==> src/rtl/uart_rx_param.sv <==
// Parametrised 16x-oversampled UART receiver with parity/stop checking, error flags and valid/ready output.
// Optional build macro UART_RX_MAJORITY_EN: 2-of-3 majority vote on every decision sample.
module uart_rx_param #(
  parameter int CLK_FREQ   = 50_000_000,
  parameter int BAUD_RATE  = 9600,
  parameter int OVERSAMPLE = 16,
  parameter int DATA_BITS  = 8,
  parameter int PARITY     = 0,
  parameter int STOP_BITS  = 1
) (
  input  logic                 clk,
  input  logic                 reset,
  input  logic                 rx_i,
  output logic                 rx_valid,
  input  logic                 rx_ready,
  output logic [DATA_BITS-1:0] rx_data,
  output logic                 parity_err,
  output logic                 frame_err,
  output logic                 overrun_err,
  output logic                 busy
);

  localparam int DIV_RAW = CLK_FREQ / (BAUD_RATE * OVERSAMPLE);
  localparam int DIV     = (DIV_RAW < 1) ? 1 : DIV_RAW;
  localparam int DW      = (DIV > 1) ? $clog2(DIV) : 1;
  localparam int SW      = $clog2(OVERSAMPLE);
  localparam int BW      = $clog2(DATA_BITS + 1);

  localparam logic [DW-1:0] DIV_LAST     = DW'(DIV - 1);
  localparam logic [SW-1:0] SC_HALF      = SW'(OVERSAMPLE / 2 - 1);
  localparam logic [SW-1:0] SC_FULL      = SW'(OVERSAMPLE - 1);
  localparam logic [BW-1:0] BC_DATA_LAST = BW'(DATA_BITS - 1);
  localparam logic [BW-1:0] BC_STOP_LAST = BW'(STOP_BITS - 1);

  localparam logic [2:0] S_IDLE   = 3'd0;
  localparam logic [2:0] S_START  = 3'd1;
  localparam logic [2:0] S_DATA   = 3'd2;
  localparam logic [2:0] S_PARITY = 3'd3;
  localparam logic [2:0] S_STOP   = 3'd4;

  logic                 sync1_q, rxs_q;
  logic [DW-1:0]        div_q;
  logic                 tick;
  logic                 armed_q;
  logic                 samp;
  logic                 par_exp;
  logic [2:0]           state_q, state_d;
  logic [SW-1:0]        sc_q, sc_d;
  logic [BW-1:0]        bc_q, bc_d;
  logic [DATA_BITS-1:0] shift_q, shift_d;
  logic                 perr_q, perr_d;
  logic                 ferr_q, ferr_d;
  logic                 done_q, done_d;
  logic                 valid_q;
  logic [DATA_BITS-1:0] data_q;
  logic                 perr_out_q, ferr_out_q, ovr_q;

  always_ff @(posedge clk or posedge reset) begin
    if (reset) begin
      sync1_q <= 1'b1;
      rxs_q   <= 1'b1;
    end else begin
      sync1_q <= rx_i;
      rxs_q   <= sync1_q;
    end
  end

  assign tick = (div_q == DIV_LAST);

  always_ff @(posedge clk or posedge reset) begin
    if (reset)     div_q <= '0;
    else if (tick) div_q <= '0;
    else           div_q <= div_q + DW'(1);
  end

`ifdef UART_RX_MAJORITY_EN
  logic [1:0] hist_q;

  always_ff @(posedge clk or posedge reset) begin
    if (reset)     hist_q <= 2'b11;
    else if (tick) hist_q <= {hist_q[0], rxs_q};
  end

  assign samp = (rxs_q & hist_q[0]) | (rxs_q & hist_q[1]) | (hist_q[0] & hist_q[1]);
`else
  assign samp = rxs_q;
`endif

  assign par_exp = (PARITY == 1) ? ~(^shift_q) : (^shift_q);

  always_comb begin
    state_d = state_q;
    sc_d    = sc_q;
    bc_d    = bc_q;
    shift_d = shift_q;
    perr_d  = perr_q;
    ferr_d  = ferr_q;
    done_d  = 1'b0;
    if (tick) begin
      case (state_q)
        S_IDLE: begin
          if (armed_q && !rxs_q) begin
            state_d = S_START;
            sc_d    = '0;
            perr_d  = 1'b0;
            ferr_d  = 1'b0;
          end
        end
        S_START: begin
          if (sc_q == SC_HALF) begin
            sc_d    = '0;
            bc_d    = '0;
            state_d = samp ? S_IDLE : S_DATA;
          end else begin
            sc_d = sc_q + SW'(1);
          end
        end
        S_DATA: begin
          if (sc_q == SC_FULL) begin
            sc_d    = '0;
            shift_d = {samp, shift_q[DATA_BITS-1:1]};
            if (bc_q == BC_DATA_LAST) begin
              bc_d    = '0;
              state_d = (PARITY != 0) ? S_PARITY : S_STOP;
            end else begin
              bc_d = bc_q + BW'(1);
            end
          end else begin
            sc_d = sc_q + SW'(1);
          end
        end
        S_PARITY: begin
          if (sc_q == SC_FULL) begin
            sc_d    = '0;
            state_d = S_STOP;
            if (samp != par_exp) perr_d = 1'b1;
          end else begin
            sc_d = sc_q + SW'(1);
          end
        end
        S_STOP: begin
          if (sc_q == SC_FULL) begin
            sc_d = '0;
            if (!samp) ferr_d = 1'b1;
            // Return to IDLE at the stop-bit centre so a following start edge is not missed.
            if (bc_q == BC_STOP_LAST) begin
              bc_d    = '0;
              state_d = S_IDLE;
              done_d  = 1'b1;
            end else begin
              bc_d = bc_q + BW'(1);
            end
          end else begin
            sc_d = sc_q + SW'(1);
          end
        end
        default: state_d = S_IDLE;
      endcase
    end
  end

  always_ff @(posedge clk or posedge reset) begin
    if (reset) begin
      state_q <= S_IDLE;
      sc_q    <= '0;
      bc_q    <= '0;
      shift_q <= '0;
      perr_q  <= 1'b0;
      ferr_q  <= 1'b0;
      done_q  <= 1'b0;
    end else begin
      state_q <= state_d;
      sc_q    <= sc_d;
      bc_q    <= bc_d;
      shift_q <= shift_d;
      perr_q  <= perr_d;
      ferr_q  <= ferr_d;
      done_q  <= done_d;
    end
  end

  // Disarm on a framing error so a held-low (break) line yields a single frame.
  always_ff @(posedge clk or posedge reset) begin
    if (reset)                  armed_q <= 1'b0;
    else if (done_d && ferr_d)  armed_q <= 1'b0;
    else if (tick && rxs_q)     armed_q <= 1'b1;
  end

  always_ff @(posedge clk or posedge reset) begin
    if (reset) begin
      valid_q    <= 1'b0;
      data_q     <= '0;
      perr_out_q <= 1'b0;
      ferr_out_q <= 1'b0;
      ovr_q      <= 1'b0;
    end else if (done_q) begin
      if (!valid_q || rx_ready) begin
        valid_q    <= 1'b1;
        data_q     <= shift_q;
        perr_out_q <= perr_q;
        ferr_out_q <= ferr_q;
        ovr_q      <= 1'b0;
      end else begin
        ovr_q <= 1'b1;
      end
    end else if (valid_q && rx_ready) begin
      valid_q <= 1'b0;
      ovr_q   <= 1'b0;
    end
  end

  assign rx_valid    = valid_q;
  assign rx_data     = data_q;
  assign parity_err  = perr_out_q;
  assign frame_err   = ferr_out_q;
  assign overrun_err = ovr_q;
  assign busy        = (state_q != S_IDLE);

endmodule

==> config.mk <==
export PLATFORM = sky130hd
export DESIGN_NAME = uart_rx_param
export DESIGN_NICKNAME = d
export VERILOG_FILES = /design/src/rtl/uart_rx_param.sv
export SDC_FILE = /design/constraint.sdc
export NUM_CORES = 1
export LEC_CHECK = 0
export BUFFER_PORTS_ARGS = -buffer_cell sky130_fd_sc_hd__buf_2
export CAP_MARGIN = 5
export CORE_ASPECT_RATIO = 0.8
export CORE_UTILIZATION = 40
export CTS_CLUSTER_DIAMETER = 40
export DETAILED_ROUTE_END_ITERATION = 16
export PLACE_DENSITY = 0.54
export SYNTH_ARGS = -nofsm -noshare
export SYNTH_HDL_FRONTEND = slang
export SYNTH_SLANG_ARGS = --single-unit
==> constraint.sdc <==
create_clock -name clk -period 3.8 [get_ports clk]
set_clock_uncertainty 0.15 [all_clocks]
set_input_delay 0.19 -clock clk [delete_from_list [all_inputs] [get_ports clk]]
set_output_delay 0.19 -clock clk [all_outputs]
set_load 0.02 [all_outputs]
==> qor.yml, run 1 <==
outcome: "completed"
place_congestion: 0.790
hold_viol: 0
synth_top_flop_cell: "dfrtp_1"
syn_area_per_cell_um2: 11.5
hold_start: "sync1_q"
min_path_type: "reg2reg"
dieArea_um2: 5980
syn2layout_area_growth_pct: 12.7
drc: 0
antenna_found_initial: 0
antenna_cells: 0
synth_nets: 207
drtIter0Drc: 67
final_util_pct: 46.8
cts_made_buffers: 5
whs_path_depth: 0
ctsLongestPathBuffers: 2
startpoint_type: "register"
wire_per_inst_um: 13.7
final_nets: 228
synth_edf_count: 0
root_buffer: "clkbuf_8"
critPathKind: "reg2reg"
cts_sinks: 46
drt_wl_total_um: 4100
setup_viol: 0
yosysWarnings: 0
setup_slack_ns: 1.55
async_flop_share_pct: 100
insertion_delay_ns: 0.29
h-tree-depth: 2
slew_violations: 0
dp_slack_ns: 1.57
rsz0062_at_grt: "false"
rr_endpoint: "shift_q[5]"
io_buffers: 16
min_period_ns: 2.25
cts-resized-gates: 0
cts_tree: "built"
vias: 1537
vias_per_cell: 5.16
path_clk_slew_ns: 0.08
yosys.area.top_type_share_pct: 48.5
post_cts_buffers: 0
boundaryPins: 17
firstDrtPassIters: 4
synthesis.area_um2: 2270
rrSetupSlack_ns: 1.55
worst_setup_path_end_kind: "register"
drive_gt1_share_pct: 22.3
synthTopCellsByArea: "dfrtp_1 49%, mux2_4 5.3%, mux2_2 5.0%"
timing.fmax_mhz: 445
r2r_cells: 6
timing.rr.start: "div_q[0]"
grt_pass1_wl_um: 7330
dp_hpwl_um: 2940
p_per_area_nw_per_um2: 338
overflow: 0
yosys.cell_types.count: 47
grt_max_degree: 47
layout_worst_path_cycle_share_pct: 59.1
synth_seq_cells: 46
p_leak_nw: 1.25
min_to: "rxs_q"
grt_usage_pct: 15.6
synth_top_area_cell: "dfrtp_1"
rows: 24
path_max_fanout: 9
worstMarginPinSlew_ns: 0.935
cp.required_ns: 3.84
core-area_um2: 5470
ant_nets: 0
worst_ir_drop_vdd_mv: 0.191
grt_pass1_vias: 1560
die-height_um: 69.4
arrival_ns: 2.28
cap_violations: 0
netlist_instances: 198
whs_ns: 0.210
start_util_pct: 41.5
fin_tns_setup_ns: 0
relSlewSlack_pct: 37.6
die_width_um: 86.2
ys_seq_area_share_pct: 50.8
## state kept, by name (all words and copies together) (netlist names)
register,cells
sync1_q,1
parity_err,1
shift_q,8
armed_q,1
ferr_q,1
state_q,3
done_q,1
sc_q,4
frame_err,1
bc_q,4
perr_q,1
rxs_q,1
overrun_err,1
rx_valid,1
rx_data,8
div_q,9
## logic make-up after synthesis
| group | synth area share (%) |
|---|---|
| multiplexers | 11.1 |
| AND/OR/NAND/NOR | 16.6 |
| XOR/XNOR | 6.17 |
| buffers and inverters | 2.59 |
| AO/OA/AOI/OAI | 9.87 |
| adder cells (fa/ha/maj) | 2.76 |
| flip-flops | 50.8 |
## what timing repair did
item                                    CTS  global route
hold buffers                              3             0
endpoints found under the hold margin    46             0
endpoints found under the setup margin    0             0
## synth_stat cells (2+ instances only)
master / n
dfstp_2: 2
inv_1: 8
dfrtp_1: 44
o21ai_0: 10
and2_1: 3
nand3_1: 10
mux2_4: 8
nand2b_1: 6
o31ai_1: 3
and3_1: 2
mux2i_1: 2
a21oi_1: 5
buf_2: 2
nor2b_1: 3
nand3b_1: 2
nand2_1: 12
ha_1: 5
nor4b_1: 2
nor4_1: 5
clkbuf_1: 2
nor2_1: 12
mux2_2: 10
nor3_1: 2
xnor2_1: 10
xor2_1: 6
## routing by layer
metal / vias up / GRT usage (%) / share of wire (%)
met5: - / 0 / 0
met4: 0 / 4.81 / 1.1
met3: 6 / 4.05 / 3.0
met2: 24 / 25.1 / 48
met1: 757 / 20.7 / 48
li1: 750 / - / -
## worst max path at each step
stage                    start    endpoint  slack (ns)  cells past startpoint
floorplan             div_q[0]  shift_q[0]        1.66                      7
global placement      div_q[0]  shift_q[5]        1.60                      6
detailed placement    div_q[0]  shift_q[3]        1.57                      6
CTS                   div_q[0]  shift_q[3]        1.56                      6
global route        state_q[2]     bc_q[2]        1.40                      5
finish                div_q[0]  shift_q[5]        1.55                      6
## power by group
part / switching (W) / internal (W) / total (W) / leakage (nW)
registers: 0.00000134 / 0.000491 / 0.000492 / 0.616
logic: 0.0000110 / 0.00000463 / 0.0000156 / 0.581
clock network: 0.000162 / 0.000196 / 0.000358 / 0.0514
## per-stage QoR
stage / power [W] / std cells / instance area, um^2
6_report: 0.000866 / 298 / 2560
5_1_grt: 0.000898 / 298 / 2560
4_1_cts: 0.000880 / 298 / 2560
3_5_place_dp: 0.000516 / 287 / 2420
3_3_place_gp: 0.000516 / 287 / 2420
2_1_floorplan: 0.000511 / 198 / 2270
## worst max-delay path: stages (launching register included)
cell      delay [ns]
dfrtp_1         0.43
inv_1           0.07
ha_1            0.13
and4bb_1        0.26
nand2_4         0.11
or4_4           0.64
mux2_4          0.34
## cell type report
| class | instances | area (um^2) |
|---|---|---|
| clock buffers | 6 | 72.6 |
| clock inverters | 2 | 37.5 |
| fillers | 522 | 2910 |
| inverters | 8 | 30.0 |
| multi-input cells | 139 | 1060 |
| flip-flops and latches | 46 | 1150 |
| well taps | 78 | 97.6 |
| repair buffers | 19 | 110 |
## placed cells by master (no fill, tap or decap), types with 2 or more instances in the layout
| master | synthesis | routed |
|---|---|---|
| nor3_1 | 2 | 2 |
| nor4b_1 | 2 | 2 |
| nor4_1 | 5 | 5 |
| xnor2_1 | 10 | 10 |
| and3_1 | 2 | 2 |
| dlygate4sd3_1 | 0 | 3 |
| nand2b_1 | 6 | 6 |
| nor2b_1 | 3 | 3 |
| inv_1 | 8 | 7 |
| dfstp_2 | 2 | 2 |
| o21ai_0 | 10 | 10 |
| a21oi_1 | 5 | 5 |
| ha_1 | 5 | 5 |
| buf_2 | 2 | 16 |
| nor2_1 | 12 | 12 |
| dfrtp_1 | 44 | 44 |
| nand2_1 | 12 | 12 |
| nand3_1 | 10 | 10 |
| o31ai_1 | 3 | 3 |
| and2_1 | 3 | 3 |
| nand3b_1 | 2 | 2 |
| mux2_4 | 8 | 8 |
| mux2_2 | 10 | 10 |
| xor2_1 | 6 | 6 |
| clkbuf_8 | 0 | 5 |
| mux2i_1 | 2 | 2 |
No activity file was read; power rests on OpenSTA's default activity.
==> run 2: changes to the inputs <==
--- a/config.mk
+++ b/config.mk
@@ -11,7 +11,7 @@
 export CORE_UTILIZATION = 40
 export CTS_CLUSTER_DIAMETER = 40
 export DETAILED_ROUTE_END_ITERATION = 16
-export PLACE_DENSITY = 0.54
+export PLACE_DENSITY = 0.56
 export SYNTH_ARGS = -nofsm -noshare
 export SYNTH_HDL_FRONTEND = slang
 export SYNTH_SLANG_ARGS = --single-unit
==> constraint.sdc (replaced) <==
create_clock -name clk -period 1.93 [get_ports clk]
set_clock_uncertainty 0.15 [all_clocks]
set_input_delay 0.0965 -clock clk [delete_from_list [all_inputs] [get_ports clk]]
set_output_delay 0.0965 -clock clk [all_outputs]
set_load 0.02 [all_outputs]
==> run 2 against run 1 <==
Compared with the run above:
- the run now ends with setup timing left
- routed wire length up 13%
- sequential share of layout area down 5.6 points
- cell count increased by 13%
- global-route usage up 1.4 points
- sequential cell count stayed put
- count of clock-buffer cells in the layout unchanged
- via count increased by 7.0%
- first-iteration DRC count is 39% higher
- worst setup slack got worse by 1.7 ns
- sequential power grew 97%
- core utilization rose by 6.6 points
- power is 100% higher
==> qor.yml, run 2 (same netlist as run 1, synthesis figures left out) <==
outcome: "complete, but fails checks"
violations: "setup timing"
hold_viol: 0
drt-met1-wl_um: 2380
die_width_um: 86.2
arrival_ns: 2.07
insertion_delay_ns: 0.30
dp_hpwl_um: 3350
grt_usage_pct: 17.0
setup_slack_ns: -0.107
grt_max_degree: 21
setup_viol: 14
drtIter0Drc: 93
rrSetupSlack_ns: -0.11
ctsLongestPathBuffers: 2
start_util_pct: 41.5
cap_violations: 0
cpPeakStageDelay_ns: 0.53
antenna_cells: 0
vias: 1644
path_clk_slew_ns: 0.09
wl_met3_um: 111
fin_cells: 336
antenna_found_initial: 0
slowest_stage: "or4_4"
grt_pass1_wl_um: 7830
grt_pass1_vias: 1635
slew_violations: 0
dieArea_um2: 5980
syn2layout_area_growth_pct: 28.7
boundaryPins: 17
dp_cells: 321
path_cells: "inv_1 -> ha_1 -> and4bb_2 -> nand2_4 -> or4_4 -> mux2_4"
core-area_um2: 5470
rr_endpoint: "shift_q[5]"
ff_latch_area_um2: 1150
worst_ir_drop_vdd_mv: 0.298
largest-register: "div_q"
path_max_fanout: 8
firstDrtPassIters: 4
place_area_um2: 2680
multi_input_area_um2: 1130
vias_per_cell: 4.89
r2r_cells: 6
die-height_um: 69.4
layout_common_cells: "44 x dfrtp_1, 37 x buf_4, 16 x buf_2, 12 x nor2_1, 11 x nand2_1"
final_nets: 266
wire_per_inst_um: 13.7
met2WireLength_um: 2090
p_leak_nw: 1.46
drc: 0
rows: 24
worstMarginPinSlew_ns: 0.441
timing.rr.start: "div_q[1]"
cts_tree: "built"
final_area_um2: 2920
critPathKind: "reg2reg"
cts_sinks: 46
timing.fmax_mhz: 491
drive_gt1_share_pct: 39.1
layout_worst_path_cycle_share_pct: 106
p_per_area_nw_per_um2: 594
fillCellCount: 500
cp.required_ns: 1.97
drt_wl_total_um: 4620
cts_made_buffers: 5
startpoint_type: "register"
cp-startpoint: "div_q[1]"
io_buffers: 16
routed.top_layer: "met4"
worst_setup_path_end_kind: "register"
relSlewSlack_pct: 70.6
min_path_type: "in2async"
place_congestion: 0.756
ant_nets: 0
layout_commonest_cell: "dfrtp_1"
overflow: 0
rsz0062_at_grt: "true"
root_buffer: "clkbuf_8"
min_period_ns: 2.04
largest_reg_flops: 9
h-tree-depth: 2
-- run 2: per-stage QoR --
stage / hold slack (ns) / utilization (%) / power [W] / setup WS [ns] / setup TNS, ns
global route: 0.218 / 53.4 / 0.00180 / -0.169 / -2.16
CTS: 0.189 / 52.2 / 0.00175 / -0.0999 / -0.936
finish: 0.176 / 53.4 / 0.00173 / -0.107 / -1.01
floorplan: -0.0490 / - / 0.00101 / -0.121 / -1.10
detailed placement: -0.0281 / 49.0 / 0.00102 / -0.0643 / -0.727
global placement: -0.0332 / 49.0 / 0.00102 / -0.0682 / -0.685
-- run 2: routing by layer --
layer	track usage, %	vias to the layer above
met2	24.4	16
met3	5.36	4
met4	3.33	0
met5	0	-
met1	25.2	801
li1	-	823
-- run 2: where the power goes --
part | internal (W) | total [W] | switching, W
clock | 0.000387 | 0.000727 | 0.000340
sequential | 0.000967 | 0.000968 | 0.00000132
combinational | 0.0000131 | 0.0000383 | 0.0000251
total | 0.00137 | 0.00173 | 0.000367
-- run 2: what timing repair did --
action                                  CTS  global route
setup buffers                             1             3
endpoints found under the setup margin   15            21
hold buffers                              3             0
resized for setup                        11            11
pin swaps                                 3             3
hold endpoints to repair                 21             0
cloned                                    0             0
-- run 2: final cells by class --
type | count | area share, %
Inverter | 8 | 1.03
Clock inverter | 2 | 1.29
Clock buffer | 6 | 2.49
Multi-Input combinational cell | 139 | 38.7
Tap cell | 78 | 3.34
Sequential cell | 46 | 39.5
Timing Repair Buffer | 57 | 13.7
-- run 2: worst max-delay path by stage --
stage / to / slack, ns / cells past startpoint
floorplan: shift_q[0] / -0.12 / 7
global placement: bc_q[0] / -0.07 / 8
detailed placement: shift_q[1] / -0.06 / 6
CTS: shift_q[5] / -0.1 / 6
global route: bc_q[0] / -0.17 / 8
finish: shift_q[5] / -0.11 / 6
-- run 2: worst max-delay path, delay by kind of cell, from the launching register on --
family | cells | cell delay [ns]
adders and majority gates | 1 | 0.13
buffers and inverters | 1 | 0.07
DFF | 1 | 0.40
muxes | 1 | 0.33
and+or+nand+nor | 3 | 0.85
